[src/rtl/wtch_pkg.sv]
// wtch_pkg: field limits, widths and the wrap helper shared by the watch datapath, FND formatter and UART reporter.
// WTCH_12H_EN selects 12-hour limits (hour 1..12, reset 12).
package wtch_pkg;

    localparam int unsigned CSEC_W = 7;
    localparam int unsigned SEC_W  = 6;
    localparam int unsigned MIN_W  = 6;
    localparam int unsigned HOUR_W = 5;

    localparam int unsigned CSEC_MAX = 99;
    localparam int unsigned SEC_MAX  = 59;
    localparam int unsigned MIN_MAX  = 59;
`ifdef WTCH_12H_EN
    localparam int unsigned HOUR_MAX = 12;
    localparam int unsigned HOUR_MIN = 1;
    localparam int unsigned HOUR_RST = 12;
`else
    localparam int unsigned HOUR_MAX = 23;
    localparam int unsigned HOUR_MIN = 0;
    localparam int unsigned HOUR_RST = 0;
`endif

    typedef enum logic {
        SEL_HOUR = 1'b0,
        SEL_MIN  = 1'b1
    } calib_sel_e;

    // Modular +1/-1 inside [lo, hi]; shared by tick carries and calibration.
    function automatic logic [7:0] wrap_step(input logic [7:0] val, input logic [7:0] lo,
                                             input logic [7:0] hi, input logic inc);
        logic [7:0] r;
        if (inc) r = (val == hi) ? lo : val + 8'd1;
        else     r = (val == lo) ? hi : val - 8'd1;
        return r;
    endfunction

endpackage

[src/rtl/wtch_datapath_if.sv]
// wtch_datapath_if: controller-to-datapath levels/pulses and the registered time fields.
// WTCH_12H_EN adds the pm flag to both modports.
interface wtch_datapath_if;
    logic                          run;
    logic                          up;
    logic                          dn;
    logic                          calib_right;
    logic [wtch_pkg::CSEC_W-1:0]   csec;
    logic [wtch_pkg::SEC_W-1:0]    sec;
    logic [wtch_pkg::MIN_W-1:0]    min;
    logic [wtch_pkg::HOUR_W-1:0]   hour;
    logic                          tick;
`ifdef WTCH_12H_EN
    logic                          pm;

    modport master (output run, up, dn, calib_right, input csec, sec, min, hour, tick, pm);
    modport slave  (input run, up, dn, calib_right, output csec, sec, min, hour, tick, pm);
`else
    modport master (output run, up, dn, calib_right, input csec, sec, min, hour, tick);
    modport slave  (input run, up, dn, calib_right, output csec, sec, min, hour, tick);
`endif
endinterface

[src/rtl/wtch_tick_gen.sv]
// wtch_tick_gen: divide-by-DIV prescaler; the count freezes while en is low so no partial period is lost.
module wtch_tick_gen #(
    parameter int unsigned DIV = 10
) (
    input  logic clk,
    input  logic rst,
    input  logic en,
    output logic tick
);
    localparam int unsigned CW = (DIV > 1) ? $clog2(DIV) : 1;

    logic [CW-1:0] cnt_q, cnt_d;

    assign tick = en && (cnt_q == CW'(DIV - 1));

    always_comb begin
        cnt_d = cnt_q;
        if (en) cnt_d = tick ? '0 : cnt_q + CW'(1);
    end

    always_ff @(posedge clk or negedge rst) begin
        if (!rst) cnt_q <= '0;
        else      cnt_q <= cnt_d;
    end
endmodule

[src/rtl/wtch_datapath.sv]
// wtch_datapath: prescaled csec/sec/min/hour chain with min/hour calibration while paused.
// Define WTCH_12H_EN for 12-hour mode (hour 1..12) and the pm flag.
module wtch_datapath
    import wtch_pkg::*;
#(
    parameter int unsigned CLK_HZ  = 100_000_000,
    parameter int unsigned TICK_HZ = 100
) (
    input  logic           clk,
    input  logic           rst,
    wtch_datapath_if.slave io
);
    localparam int unsigned DIV = CLK_HZ / TICK_HZ;

    logic              tick_en;
    logic              tick_q;
    logic [CSEC_W-1:0] csec_q, csec_d;
    logic [SEC_W-1:0]  sec_q,  sec_d;
    logic [MIN_W-1:0]  min_q,  min_d;
    logic [HOUR_W-1:0] hour_q, hour_d;
    logic              csec_wrap, sec_wrap, min_wrap;
    logic              calib_step;
    calib_sel_e        sel;
`ifdef WTCH_12H_EN
    logic              pm_q, pm_d;
`endif

    wtch_tick_gen #(.DIV(DIV)) u_tick_gen (
        .clk  (clk),
        .rst  (rst),
        .en   (io.run),
        .tick (tick_en)
    );

    assign csec_wrap  = (csec_q == CSEC_W'(CSEC_MAX));
    assign sec_wrap   = (sec_q  == SEC_W'(SEC_MAX));
    assign min_wrap   = (min_q  == MIN_W'(MIN_MAX));
    assign sel        = calib_sel_e'(io.calib_right);
    assign calib_step = !io.run && (io.up != io.dn);

    // tick_en implies run=1, so the tick chain and calibration never compete.
    always_comb begin
        csec_d = csec_q;
        sec_d  = sec_q;
        min_d  = min_q;
        hour_d = hour_q;
`ifdef WTCH_12H_EN
        pm_d   = pm_q;
`endif
        if (tick_en) begin
            csec_d = CSEC_W'(wrap_step(8'(csec_q), 8'd0, 8'(CSEC_MAX), 1'b1));
            if (csec_wrap) begin
                sec_d = SEC_W'(wrap_step(8'(sec_q), 8'd0, 8'(SEC_MAX), 1'b1));
                if (sec_wrap) begin
                    min_d = MIN_W'(wrap_step(8'(min_q), 8'd0, 8'(MIN_MAX), 1'b1));
                    if (min_wrap) begin
                        hour_d = HOUR_W'(wrap_step(8'(hour_q), 8'(HOUR_MIN), 8'(HOUR_MAX), 1'b1));
`ifdef WTCH_12H_EN
                        if (hour_q == HOUR_W'(11)) pm_d = !pm_q;
`endif
                    end
                end
            end
        end else if (calib_step) begin
            if (sel == SEL_MIN) min_d  = MIN_W'(wrap_step(8'(min_q), 8'd0, 8'(MIN_MAX), io.up));
            else                hour_d = HOUR_W'(wrap_step(8'(hour_q), 8'(HOUR_MIN), 8'(HOUR_MAX), io.up));
        end
    end

    always_ff @(posedge clk or negedge rst) begin
        if (!rst) begin
            csec_q <= '0;
            sec_q  <= '0;
            min_q  <= '0;
            hour_q <= HOUR_W'(HOUR_RST);
            tick_q <= 1'b0;
`ifdef WTCH_12H_EN
            pm_q   <= 1'b0;
`endif
        end else begin
            csec_q <= csec_d;
            sec_q  <= sec_d;
            min_q  <= min_d;
            hour_q <= hour_d;
            tick_q <= tick_en;
`ifdef WTCH_12H_EN
            pm_q   <= pm_d;
`endif
        end
    end

    assign io.csec = csec_q;
    assign io.sec  = sec_q;
    assign io.min  = min_q;
    assign io.hour = hour_q;
    assign io.tick = tick_q;
`ifdef WTCH_12H_EN
    assign io.pm   = pm_q;
`endif
endmodule

[src/flat_wrapper.sv]
// flat-port wrapper written by rule: the top's interface ports become plain ports
module wtch_datapath_flat import wtch_pkg::*;
#(
    parameter int unsigned CLK_HZ  = 100_000_000,
    parameter int unsigned TICK_HZ = 100
)
  (clk, rst, io_run, io_up, io_dn, io_calib_right, io_csec, io_sec, io_min, io_hour, io_tick);
  wtch_datapath_if io_i ();
  input  logic clk;
  input  logic rst;
  input wire logic [$bits(io_i.run)-1:0] io_run;
  input wire logic [$bits(io_i.up)-1:0] io_up;
  input wire logic [$bits(io_i.dn)-1:0] io_dn;
  input wire logic [$bits(io_i.calib_right)-1:0] io_calib_right;
  output wire logic [$bits(io_i.csec)-1:0] io_csec;
  output wire logic [$bits(io_i.sec)-1:0] io_sec;
  output wire logic [$bits(io_i.min)-1:0] io_min;
  output wire logic [$bits(io_i.hour)-1:0] io_hour;
  output wire logic [$bits(io_i.tick)-1:0] io_tick;
  assign io_i.run = io_run;
  assign io_i.up = io_up;
  assign io_i.dn = io_dn;
  assign io_i.calib_right = io_calib_right;
  assign io_csec = io_i.csec;
  assign io_sec = io_i.sec;
  assign io_min = io_i.min;
  assign io_hour = io_i.hour;
  assign io_tick = io_i.tick;
  wtch_datapath #(.CLK_HZ(CLK_HZ), .TICK_HZ(TICK_HZ)) u_core (.clk(clk), .rst(rst), .io(io_i));
endmodule
[config.mk]
export PLATFORM = sky130hd
export DESIGN_NAME = wtch_datapath_flat
export DESIGN_NICKNAME = d
export VERILOG_FILES = /design/src/rtl/wtch_pkg.sv /design/src/rtl/wtch_datapath_if.sv /design/src/rtl/wtch_tick_gen.sv /design/src/rtl/wtch_datapath.sv /design/src/flat_wrapper.sv
export SDC_FILE = /design/constraint.sdc
export NUM_CORES = 1
export LEC_CHECK = 0
export CORE_MARGIN = 1
export CORE_UTILIZATION = 27
export CTS_BUF_LIST = sky130_fd_sc_hd__clkbuf_16
export CTS_CLUSTER_DIAMETER = 200
export DETAILED_ROUTE_END_ITERATION = 8
export MAX_ROUTING_LAYER = met4
export SYNTH_ARGS = -nofsm -noshare
export SYNTH_HDL_FRONTEND = slang
export SYNTH_SLANG_ARGS = --single-unit
[constraint.sdc]
create_clock -name clk -period 4.7 [get_ports clk]
set_input_delay 0.47 -clock clk [delete_from_list [all_inputs] [get_ports clk]]
set_output_delay 0.47 -clock clk [all_outputs]
set_load 0.005 [all_outputs]
; ---- Word-level counts from Yosys, hierarchy flattened
; Index checks and enable logic that the tools add are counted.
[totals]
ff_bits = 45
input_bits = 6
out_inout_bits = 25
elab_cells = 53
[classes]
n_addsub = 7
eq_ne = 10
n_mux = 20
reduce_logical = 10
[ops]
columns = cell, n
row1 = 6-bit 2-to-1 mux, 9
row2 = 5-bit 2-to-1 mux, 9
row3 = "20-bit by 1-bit adder with 20-bit output, second input constant", 1
row4 = "20-bit equality test, second input constant", 1
row5 = 20-bit 2-to-1 mux, 1
row6 = "6-bit by 1-bit adder with 6-bit output, second input constant", 2
row7 = "6-bit equality test, second input constant", 2
row8 = "7-bit by 1-bit adder with 7-bit output, second input constant", 1
row9 = "7-bit equality test, second input constant", 1
row10 = 7-bit 2-to-1 mux, 1
row11 = 6-bit logical NOT, 1
row12 = "2-bit inequality test, second input constant", 3
row13 = "6-bit by 1-bit subtractor with 6-bit output, second input constant", 1
row14 = "5-bit by 1-bit adder with 5-bit output, second input constant", 1
row15 = "5-bit equality test, second input constant", 1
row16 = 5-bit logical NOT, 1
row17 = 5-bit AND reduction, 1
row18 = "5-bit by 1-bit subtractor with 5-bit output, second input constant", 1
row19 = 4-bit AND reduction, 1
row20 = 2-bit nonzero test, 2
row21 = 1-bit logical AND, 2
row22 = "2-bit by 1-bit inequality test with 1-bit output, second input constant", 1
row23 = 2-bit AND reduction, 1
row24 = 1-bit logical NOT, 1
row25 = 1-bit inequality test, 1

; ---- Longest topological paths before layout
; Gate-level depths: netlist of run 1.
[depth]
depth_word = 6
mapped_depth = 9
depth_no_buf = 7

; ---- Hierarchy
; Synthesis of run 1 repeated with hierarchy kept, for this count alone.
[unflattened]
cells_unflattened = 274
area_unflattened_um2 = 2581.2
[modules_own_cells]
columns = module, n_inst, cells_per_inst, area_per_inst_um2, seq_area_each_um2
row1 = wtch_datapath, 1, 178, 1599.0, 625.6
row2 = wtch_tick_gen, 1, 96, 982.2, 500.5

; ---- Least setup slack after synthesis of run 1
; OpenSTA, ideal clock, no wires.
[synth_timing]
path_kind = register to register
startpoint = register u_core.u_tick_gen.cnt_q[11]
endpoint = register u_core.sec_q[3], in the netlist u_core.io.sec[3]
setup_ns = 0.128
t_arrival_ns = 2.111
t_required_ns = 4.572
slack_ns = 2.461
path_stages_with_launch = 8
path_buffers = 1
period_less_slack_ns = 2.239
path_cell_list = dfrtp_1 > or4_4 > or4_4 > nor2_2 > buf_4 > nand2_2 > o21ai_0 > o31ai_1
[synth_between]
elab_chain_len = 3
[synth_rtl]
columns = element, line_no
row1 = "start, declared", wtch_tick_gen.sv:12  ; logic [CW-1:0] cnt_q, cnt_d;
row2 = "start signal, assigned", wtch_tick_gen.sv:23  ; else cnt_q <= cnt_d;
row3 = 20-bit equality test, wtch_tick_gen.sv:14  ; assign tick = en && (cnt_q == CW'(DIV - 1));
row4 = 1-bit logical AND, wtch_tick_gen.sv:14
row5 = 2-bit AND reduction (no source line), -
row6 = "end signal, assigned", wtch_datapath.sv:73  ; sec_q <= '0;
row7 = "end signal, assigned", wtch_datapath.sv:82  ; sec_q <= sec_d;
row8 = "end, declared", wtch_datapath.sv:18  ; logic [SEC_W-1:0] sec_q, sec_d;
; No other way between the ends.
; A chain may end at the register's enable or synchronous reset.

; ---- Final worst setup path of run 1
[layout_timing]
startpoint = register u_core.u_tick_gen.cnt_q[6]
endpoint = register u_core.sec_q[3], in the netlist u_core.io.sec[3]
; The elaborated chain is that of the path after synthesis.

==> metrics.md, run 1 <==
| Metric | Value |
|---|---|
| Worst min-delay path category | input pin to async pin |
| Setup Slack @ Placement | ~1600 ps |
| Floorplan die height | ~99 um |
| Number of ports placed on the die boundary | 31 |
| Vias in the first global route | 1959 |
| Number of flops mapped to enable cells by yosys | 0 |
| R2R cell count | 6 |
| Source of the critical timing path | u_core.u_tick_gen.cnt_q[6] |
| Type of origin of the critical path | register |
| Diodes inserted | 0 |
| Area Overhead vs Synth | 21.6% |
| Final Wtd Congestion | approximately 0.81 |
| Area of combinational cells with multiple inputs | ~1300 sq um |
| Post-Route WL | 5110 um |
| Post-layout minimum cycle time | between 2000 and 3000 ps |
| Via total after detailed routing | 2050 |
| Met2 routing resource usage after global routing | 19.6% |
| Setup repair after global routing missed its margin | no |
| Starting density of the core | approximately 28% |
| Placed Instance Area | 2930 sq um |
| Portion of synthesized cell area occupied by the leading cell type | about 44% |
| DRC violation count after routing | 0 |
| Crit Reg-Reg Endpoint | u_core.io.sec[3] |
| Maximum clock frequency | approximately 350 MHz |
| Launching point of the worst reg2reg path | u_core.u_tick_gen.cnt_q[6] |
| Latest clock arrival within the worst-skew pair | approximately 280 ps |
| Initial antenna violation count | 0 |
| Clock edge transition at the registers on the reported setup and hold paths | ~60 ps |
| Cell at the root of the clock tree | sky130_fd_sc_hd__clkbuf_16 |
| CTS tree | done |
| Cell types with the highest counts after synthesis | sky130_fd_sc_hd__dfrtp_1 (45), sky130_fd_sc_hd__nand2_1 (36), sky130_fd_sc_hd__nor2_1 (27) |
| Instance count of the mapped netlist | about 280 |
| Final slew viol count | 0 |
| Layer with the highest usage | met2 |
| HPWL after DPL | around 3600 um |
| Required time of the critical path | around 4900 ps |
| Net count, final | roughly 320 |
| Max transition margin | between 20% and 30% |
| Flip-flop and latch count after synthesis | between 40 and 50 |
| Sequential cell area in the final layout | roughly 1100 sq um |
| Largest driver fanout on the critical path | 21 |
| Yosys Warn Count | 0 |
| Critical path endpoint category | register |
| Overall track demand over capacity in global routing | 11.7% |
| Vias per cell | 4.93 |
| Fraction of layout instances using a drive strength above 1 | around 7.5% |
| Number of failing hold endpoints at the final stage | 0 |
| Minimum setup slack among reg-to-reg paths | ~1800 ps |
| CTS HTree Levels | 2 |
| Wire length of the first global-routing pass | approximately 9000 um |
| Post-DRT Antenna Nets | 0 |
| Critical path capture point | u_core.io.sec[3] |
| Final period utilization | between 60 and 70% |
| Number of input and output port buffers inserted | 30 |
| Library cell with the highest instance count after synthesis | sky130_fd_sc_hd__dfrtp_1 |
| Final setup TNS | 0 ps |
| Die W | 99.0 um |
| Total power per unit cell area | around 440 nW/um^2 |
| Cell area after layout | ~3100 sq um |
| Setup WS post-layout | between 1500 and 2000 ps |
| VDD IR max | roughly 0.15 mV |
| Mapped Avg Cell Area | about 9 sq um |
| WL per Instance | about 12 um |
| Filler cells | between 900 and 1000 |
| Overall overflow remaining after global route | 0 |
| Startpoint-to-endpoint class of the critical path | register to register |
| TritonCTS sink count | 45 |
| Standard-cell row count | 35 |
| Drt first-iter violations | a little over 90 |
| Hold-fix buffers at CTS | 0 |
| Maximum number of pins on one net before global-route repair | 46 |
| Number of buffers created by CTS | 5 |
| Max-cap check violation count | 0 |
| Area of the mapped netlist | 2540 sq um |
| Worst Clk Skew | 5.48 ps |
| Worst EP arrival | between 3000 and 4000 ps |
| Sequential fraction of the synthesis area | 44.3% |
| Placeable core area | 9200 sq um |
| Total nets after synthesis | around 300 |
| Met1 track utilization from global routing | between 10% and 20% |
| Yosys top cell by area | sky130_fd_sc_hd__dfrtp_1 |
| Worst slack on hold paths | approximately 350 ps |
| Final-report setup violation count | 0 |
| Unique masters post-synth | 46 |
| Proportion of synthesized flip-flops having asynchronous set or reset | between 90% and 100% |
| Number of buffers added for setup after CTS | 0 |
| Leakage | around 1.3 nW |
| Most used flip-flop cell after synthesis | sky130_fd_sc_hd__dfrtp_1 |
| Number of buffers between clock root and the deepest sink | 2 |
| Global routing usage on met3 | between 3 and 4% |
| Area contributors post-synth | sky130_fd_sc_hd__dfrtp_1 (44%), sky130_fd_sc_hd__nand2_1 (5.3%), sky130_fd_sc_hd__xnor2_1 (5.2%) |
| Pre-Repair DR Iteration Count | 4 |
| Area enclosed by the die boundary | 9810 sq um |
| Run status | completed |
| Transition at the pin with the smallest max-transition slack | 1050 ps |
| Number of gates given a new drive strength after cts | 0 |
## state kept, by name, indices dropped and copies added, names as in the netlist
signal	count
u_core.io.min	6
u_core.io.hour	5
u_core.u_tick_gen.cnt_q	20
u_core.io.tick	1
u_core.io.sec	6
u_core.io.csec	7
## worst min-delay path by stage
stage | start | end | slack (ps) | depth (start not counted)
final | rst | u_core.io.sec[5] | 350 | 1
after detailed placement | u_core.u_tick_gen.cnt_q[18] | u_core.u_tick_gen.cnt_q[18] | 480 | 1
after global placement | u_core.u_tick_gen.cnt_q[13] | u_core.u_tick_gen.cnt_q[13] | 480 | 1
after global routing | rst | u_core.io.sec[4] | 450 | 1
after floorplan | rst | u_core.io.csec[0] | 170 | 0
after CTS | rst | u_core.io.sec[5] | 410 | 1
## power breakdown
part,leakage (nW),internal [mW],switching [mW]
Combinational,0.589,0.206,0.169
Clock,0.0775,0.249,0.145
Sequential,0.593,0.459,0.128
## layout make-up
type,count,area share [%]
Clock inverter,3,1.34
Timing Repair Buffer,30,9.55
Tap cell,111,4.49
Multi-Input combinational cell,211,42.8
Clock buffer,5,4.05
Sequential cell,45,36.4
Inverter,11,1.34
## layer usage
metal | vias up | part of all wire [%]
met5 | - | 0
met4 | 0 | 0.41
met3 | 2 | 4.2
met2 | 44 | 49
met1 | 971 | 46
li1 | 1033 | -
## worst max-delay path, stage by stage (launching register included)
cell and delay [ps]:
sky130_fd_sc_hd__dfrtp_1 430, sky130_fd_sc_hd__or4b_4 560, sky130_fd_sc_hd__or4_4 570, sky130_fd_sc_hd__nor2_2 680
sky130_fd_sc_hd__nand2_2 190, sky130_fd_sc_hd__o21ai_0 210, sky130_fd_sc_hd__o31ai_1 90
## cell families after synthesis
logic type,Yosys count,share of synthesized area [%]
adder cells (fa/ha/maj),8,3.94
XOR/XNOR,21,7.23
multiplexers,8,3.40
flip-flops,45,44.3
AND/OR/NAND/NOR,118,23.0
AO/OA/AOI/OAI,56,14.5
buffers and inverters,22,3.64
## through the flow
step	std cells	total power, mW	utilization [%]
after floorplan	278	0.813	-
after global placement	408	0.960	31.8
after detailed placement	408	0.970	31.8
after CTS	416	1.37	33.6
after global routing	416	1.45	33.6
final	416	1.36	33.6
## cells in the final DEF (no fill, tap or decap), drive strengths merged, types with 7 or more instances in the layout
| master | synthesis | layout |
|---|---|---|
| dfrtp | 45 | 45 |
| nand2 | 37 | 37 |
| clkdlybuf4s50 | 0 | 29 |
| nor2 | 28 | 28 |
| o21ai | 19 | 19 |
| xnor2 | 15 | 15 |
| nand3 | 14 | 14 |
| inv | 11 | 11 |
| a21oi | 11 | 11 |
| nand4 | 9 | 9 |
| nor3 | 9 | 9 |
| ha | 8 | 8 |
| o31ai | 7 | 7 |
Power figures use the tool's default switching activity.
==> run 2, diff against run 1 <==
==> constraint.sdc (replaced) <==
create_clock -name clk -period 2.6 [get_ports clk]
set_input_delay 0.26 -clock clk [delete_from_list [all_inputs] [get_ports clk]]
set_output_delay 0.26 -clock clk [all_outputs]
set_load 0.005 [all_outputs]
==> run 2 against run 1 <==
Via count grew 3.8%. Worst hold slack improved by 130 ps. Register-to-register slack got worse by 1600 ps. Power increased by 74%. Utilization up 0.68 points. Die area unchanged. Design area grew 2.0%. Clock power grew 55%. Clock skew grew 3.1 ps. Critical path depth up 1. Non-clock buffer count up 9. Setup slack worse by 1600 ps. Critical endpoint unchanged.
==> metrics.md, run 2 (synthesis gave the netlist of run 1 again) <==
| Metric | Value |
|---|---|
| Number of buffers between clock root and the deepest sink | 2 (unchanged) |
| Post-DRT Antenna Nets | 0 (unchanged) |
| Final setup TNS | 0 ps (unchanged) |
| Final Wtd Congestion | 0.834 (+3.2%) |
| Worst Clk Skew | 8.55 ps (+3.07 ps) |
| VDD IR max | 0.245 mV (+60%) |
| Required time of the critical path | 2770 ps (-2090 ps) |
| Overall overflow remaining after global route | 0 (unchanged) |
| Final-report setup violation count | 0 (unchanged) |
| Commonest cells after routing, fill and taps aside | sky130_fd_sc_hd__dfrtp_1 (45), sky130_fd_sc_hd__nand2_1 (36), sky130_fd_sc_hd__clkdlybuf4s50_1 (29) |
| Internal power | 1.56 mW (+71%) |
| Type of origin of the critical path | register |
| Commonest non-fill, non-tap cell in the layout | sky130_fd_sc_hd__dfrtp_1 |
| Critical path endpoint category | register |
| Standard-cell row count | 35 (unchanged) |
| Filler cells | 951 (+2.8%) |
| Drt first-iter violations | 102 (+11%) |
| CTS tree | done |
| Total power per unit cell area | 750 nW/um^2 (+71%) |
| Leakage | 1.30 nW (+3.0%) |
| DRC violation count after routing | 0 (unchanged) |
| Maximum number of pins on one net before global-route repair | 24 (-48%) |
| Cell area after layout | 3150 sq um (+2.0%) |
| Net count, final | 327 (+2.8%) |
| Global routing usage on met3 | 3.19% (-0.14 points) |
| Cell at the root of the clock tree | sky130_fd_sc_hd__clkbuf_16 |
| Initial antenna violation count | 0 (unchanged) |
| Area Overhead vs Synth | 24.1% |
| Wire length of the first global-routing pass | 9090 um (+1.1%) |
| Vias in the first global route | 1995 (+1.8%) |
| Setup Slack @ Placement | 213 ps (-1410 ps) |
| Comb power frac | 29.2% (+1.5 points) |
| Met1 track utilization from global routing | 14.4% (+0.65 points) |
| Post-layout minimum cycle time | 2390 ps (-461 ps) |
| HPWL after DPL | 3870 um (+7.1%) |
| Final period utilization | 92.0% (+31 points) |
| Starting density of the core | 27.6% (unchanged) |
| Transition at the pin with the smallest max-transition slack | 639 ps (-415 ps) |
| Most flops, register | u_core.u_tick_gen.cnt_q |
| Post-Route WL | 5380 um (+5.2%) |
| Floorplan die height | 99.0 um (unchanged) |
| Setup WS post-layout | 209 ps (-1640 ps) |
| Diodes inserted | 0 (unchanged) |
| Number of buffers created by CTS | 5 (unchanged) |
| Worst EP arrival | 2560 ps (-460 ps) |
| R2R cell count | 7 (+1) |
| WL per Instance | 12.7 um (+3.3%) |
| Worst min-delay path category | input pin to async pin |
| Setup repair after global routing missed its margin | no |
| Number of ports placed on the die boundary | 31 (unchanged) |
| Vias per cell | 5.02 (+1.8%) |
| Fraction of layout instances using a drive strength above 1 | 10.2% (+2.7 points) |
| Placed Instance Area | 3000 sq um (+2.5%) |
| Via total after detailed routing | 2128 (+3.8%) |
| Maximum clock frequency | 418 MHz (+19%) |
| Area enclosed by the die boundary | 9810 sq um (unchanged) |
| Run status | completed |
| Number of input and output port buffers inserted | 30 (unchanged) |
| Number of failing hold endpoints at the final stage | 0 (unchanged) |
| Met2 routing resource usage after global routing | 19.4% (-0.22 points) |
| Total net switching power | 0.805 mW (+82%) |
| Startpoint-to-endpoint class of the critical path | register to register |
| Pre-Repair DR Iteration Count | 4 (unchanged) |
| TritonCTS sink count | 45 (unchanged) |
| Die W | 99.0 um (unchanged) |
| Largest register FFs | 20 (unchanged) |
| Largest driver fanout on the critical path | 20 (-4.8%) |
| Sequential group share of total power | 45.0% (+1.7 points) |
| Power, Total | 2.37 mW (+74%) |
| Max-cap check violation count | 0 (unchanged) |
| CTS HTree Levels | 2 (unchanged) |
| Number of buffers added for setup after CTS | 0 (unchanged) |
| Placeable core area | 9200 sq um (unchanged) |
| Proportion of total power due to net switching | 34.0% (+1.4 points) |
| Max transition margin | 57.4% (+28 points) |
| Clock network fraction of total power | 25.8% (-3.3 points) |
| Final slew viol count | 0 (unchanged) |
| Layer with the highest usage | met2 |
| Overall track demand over capacity in global routing | 12.0% (+0.23 points) |
| Clock edge transition at the registers on the reported setup and hold paths | 70 ps (about the same) |
| Latest clock arrival within the worst-skew pair | 280 ps (about the same) |
[run 2: cell count changes in the layout (fill, tap and decap cells not counted), sizes merged]
cell         previous run  this run
bufinv                  1         0
buf                     1         9
dlygate4sd3             0         1
[run 2: final timing paths]
check | to | from | slack [ps]
max | u_core.io.sec[3] | u_core.u_tick_gen.cnt_q[6] | 210
min | u_core.io.sec[0] | rst | 480
max reg2reg | u_core.io.sec[3] | u_core.u_tick_gen.cnt_q[6] | 210
min reg2reg | u_core.u_tick_gen.cnt_q[17] | u_core.u_tick_gen.cnt_q[17] | 510
max in group asynchronous | u_core.io.hour[2] | rst | 1410
min in group clk | u_core.u_tick_gen.cnt_q[17] | u_core.u_tick_gen.cnt_q[17] | 510
[run 2: per-stage QoR]
step / hold slack (ps) / instances / util, %
floorplan: -35.6 / 278 / -
global placement: 265 / 416 / 32.6
detailed placement: 265 / 416 / 32.6
CTS: 507 / 424 / 34.2
global route: 522 / 424 / 34.3
finish: 483 / 424 / 34.3
[run 2: critical path, stage by stage, from the launching register on]
cell and delay (ps):
sky130_fd_sc_hd__dfrtp_1 420, sky130_fd_sc_hd__or4b_4 560, sky130_fd_sc_hd__or4_4 570, sky130_fd_sc_hd__nor2_2 180, sky130_fd_sc_hd__buf_12 180, sky130_fd_sc_hd__nand2_2 90
sky130_fd_sc_hd__o21ai_0 170, sky130_fd_sc_hd__o31ai_1 90
[run 2: power groups by stage]
stage | Sequential [mW] | Combinational [mW] | Clock (mW)
after floorplan | 0.969 | 0.502 | 0
after global placement | 1.07 | 0.680 | 0
after detailed placement | 1.07 | 0.695 | 0
after CTS | 1.06 | 0.699 | 0.632
after global routing | 1.09 | 0.785 | 0.667
final | 1.06 | 0.691 | 0.611
[run 2: repair_timing]
action	CTS	global route
setup endpoints to repair	0	1
gates resized for setup	0	1
endpoints found under the hold margin	22	0
hold buffers	1	0
[run 2: layout make-up]
type / instances / area, sq um / area share (%)
timing repair buffer: 39 / 378 / 12.0
clock inverter: 2 / 16.3 / 0.516
sequential: 45 / 1130 / 35.7
tap: 111 / 139 / 4.40
inverter: 11 / 41.3 / 1.31
multi-input combinational: 211 / 1330 / 42.1
clock buffer: 5 / 125 / 3.97
[run 2: layer usage]
| layer | vias up | wire length (um) |
|---|---|---|
| li1 | 1052 | - |
| met1 | 1026 | 2510 |
| met2 | 40 | 2600 |
| met3 | 10 | 200 |
| met4 | 0 | 64 |
| met5 | - | 0 |
==> edit: new RTL, flow settings as in run 2 <==
`TICK_HZ` is set to 100 in 2 places; all go to 50.
--- a/src/rtl/wtch_datapath.sv
+++ b/src/rtl/wtch_datapath.sv
@@ -5,5 +5,5 @@
 #(
     parameter int unsigned CLK_HZ  = 100_000_000,
-    parameter int unsigned TICK_HZ = 100
+    parameter int unsigned TICK_HZ = 50
 ) (
     input  logic           clk,
--- a/src/flat_wrapper.sv
+++ b/src/flat_wrapper.sv
@@ -3,5 +3,5 @@
 #(
     parameter int unsigned CLK_HZ  = 100_000_000,
-    parameter int unsigned TICK_HZ = 100
+    parameter int unsigned TICK_HZ = 50
 )
   (clk, rst, io_run, io_up, io_dn, io_calib_right, io_csec, io_sec, io_min, io_hour, io_tick);
Check against the original RTL: no difference found for any inputs over 10 cycles, from zero or initial values and one cycle with rst low; that may be too few to reach the edited logic, so the function may still have changed.
==> edit against run 2 <==
  * Area after synthesis is 4.4% higher
  * Sequential cell count rose by 1
  * Wire length grew 3.7%
  * Power rose by 1.7%
  * Worst setup slack improved by 120 ps
  * Fmax up 5.4%
  * Non-clock buffer count increased by 2
  * Clock skew fell by 0.66 ps
  * Count of clock-buffer cells in the layout is the same
  * Design area is 3.6% higher
  * Hold slack worse by 96 ps
  * Sequential share of layout area is 0.46 points lower
  * Combinational power shrank 7.1%
  * Critical path type unchanged
==> edit: results (changes against run 2) <==
| Metric | Value |
|---|---|
| Outcome | `finished, final reports clean` |
| Gpl congestion | `0.773 (-7.3%)` |
| R2r endpoint | `u_core.io.min[0]` |
| Worst R2R Start | `u_core.u_tick_gen.cnt_q[0]` |
| Met3 routed WL | `129 um (-36%)` |
| LEAKAGE | `1.39 nW (+7.3%)` |
| Reg clk slew, reported paths | `70 ps (about the same)` |
| Vias/cell | `4.63 (-7.8%)` |
| Syn_nets | `296 (+1.4%)` |
| Clock root buffer master | `clkbuf_16` |
| CP peak stage delay | `450 ps (-120 ps)` |
| GRT Util Overall | `12.3% (+0.30 points)` |
| Slew at the pin with the worst max-slew slack | `476 ps (-164 ps)` |
| Final hold slack | `387 ps (-96.1 ps)` |
| WL per Instance | `12.5 um (-1.6%)` |
| Vias in the first global route | `2027 (+1.6%)` |
| Final nets | `331 (+1.2%)` |
| Initial antenna violation count | `0 (unchanged)` |
| Async S/R FF share, synth | `100% (unchanged)` |
| First-pass GRT wire length | `9720 um (+6.9%)` |
| Largest net degree at the start of global routing | `36 (+50%)` |
| Met2 Wirelength | `2630 um (+0.92%)` |
| Top post-synthesis cells by area | `dfrtp_1, xnor2_1, nor2_1` |
| Placement Cell Area | `3090 um2 (+3.1%)` |
| Max reg flops | `21 (+5.0%)` |
| Top reg by flops | `u_core.u_tick_gen.cnt_q` |
| List of most frequent post-synthesis cells | `dfrtp_1, nor2_1, nand2_1` |
| Post-CTS Setup Bufs | `0 (unchanged)` |
| CTS max path bufs | `2 (unchanged)` |
| Clock latency at the later pin of the worst-skew pair | `290 ps` |
| Layout cells sized above 1 | `10.4% (+0.15 points)` |
| P&R area growth vs syn | `23.1%` |
| Cell variety after synth | `52 (+13%)` |
| CP Max Fanout | `12 (-40%)` |
| Critical path's top delay family | `simple AND/OR/NAND/NOR gates` |
| Setup Viol. Count Final | `0 (unchanged)` |
| Antenna cells | `0 (unchanged)` |
| HPWL after detailed placement | `4040 um (+4.6%)` |
| R2R cell count | `8 (+1)` |
| Wl on met1 | `2780 um (+10%)` |
| H-tree depth | `2 (unchanged)` |
| Num CTS Buffers | `5 (unchanged)` |
| Data arrival, critical path | `2440 ps (-120 ps)` |
| Worst Skew | `7.89 ps (-0.658 ps)` |
| VDD IR-drop max | `0.000295 V (+20%)` |
| CP max-delay cell | `or3_1` |
| Post-synthesis sequential area ratio | `43.4% (-0.92 points)` |
| Reg-to-reg slack, setup | `330 ps (+120 ps)` |
| Total iterations of the first detailed-routing run | `4 (unchanged)` |
| 1st-iter DRT viols | `66 (-35%)` |
edit: per-stage QoR:
| step | setup WS, ps | std cells |
|---|---|---|
| 2_1_floorplan | 482 | 282 |
| 3_3_place_gp | 208 | 438 |
| 3_5_place_dp | 173 | 438 |
| 4_1_cts | 318 | 447 |
| 5_1_grt | 197 | 447 |
| 6_report | 332 | 447 |
edit: worst max path at each step:
stage | start | cells past startpoint | end
2_1_floorplan | u_core.io.csec[0] | 6 | u_core.io.hour[4]
3_3_place_gp | io_run | 8 | u_core.io.min[0]
3_5_place_dp | io_run | 8 | u_core.io.min[0]
4_1_cts | u_core.u_tick_gen.cnt_q[0] | 8 | u_core.io.min[0]
5_1_grt | u_core.u_tick_gen.cnt_q[0] | 7 | u_core.io.min[3]
6_report | u_core.u_tick_gen.cnt_q[0] | 8 | u_core.io.min[0]
edit: cell type report:
| cell class | count | area, um2 |
|---|---|---|
| well taps | 129 | 161 |
| clock inverters | 3 | 40.0 |
| repair buffers | 41 | 380 |
| fillers | 966 | 6100 |
| flip-flops and latches | 46 | 1150 |
| clock buffers | 5 | 125 |
| multi-input cells | 215 | 1380 |
| inverters | 8 | 30.0 |
edit: layer usage:
layer | GRT usage (%) | up-vias
met5 | - | -
met4 | 2.34 | 0
met3 | 2.42 | 8
met2 | 19.8 | 24
met1 | 16.0 | 968
li1 | - | 1069
edit: report_power, final:
| group | internal, mW | switching, mW |
|---|---|---|
| sequential | 0.831 | 0.215 |
| clock | 0.450 | 0.269 |
| combinational | 0.358 | 0.284 |
| total | 1.64 | 0.768 |
edit: cells by family after synthesis:
logic type      after synthesis  synth area share (%)
flops                        46                  43.4
xor+xnor                     23                  7.59
simple gates                121                  23.7
compound gates               55                  13.6
buf+inv                      21                  4.67
fa+ha+maj                     8                  3.77
mux                           8                  3.25
edit: worst register-to-register path: stages (launching register included):
cell	delay, ps
dfrtp_1	410
ha_1	210
nand2_2	70
or3_1	450
o21ba_1	370
buf_4	230
nor3_1	200
nor3_1	60
o21bai_1	160
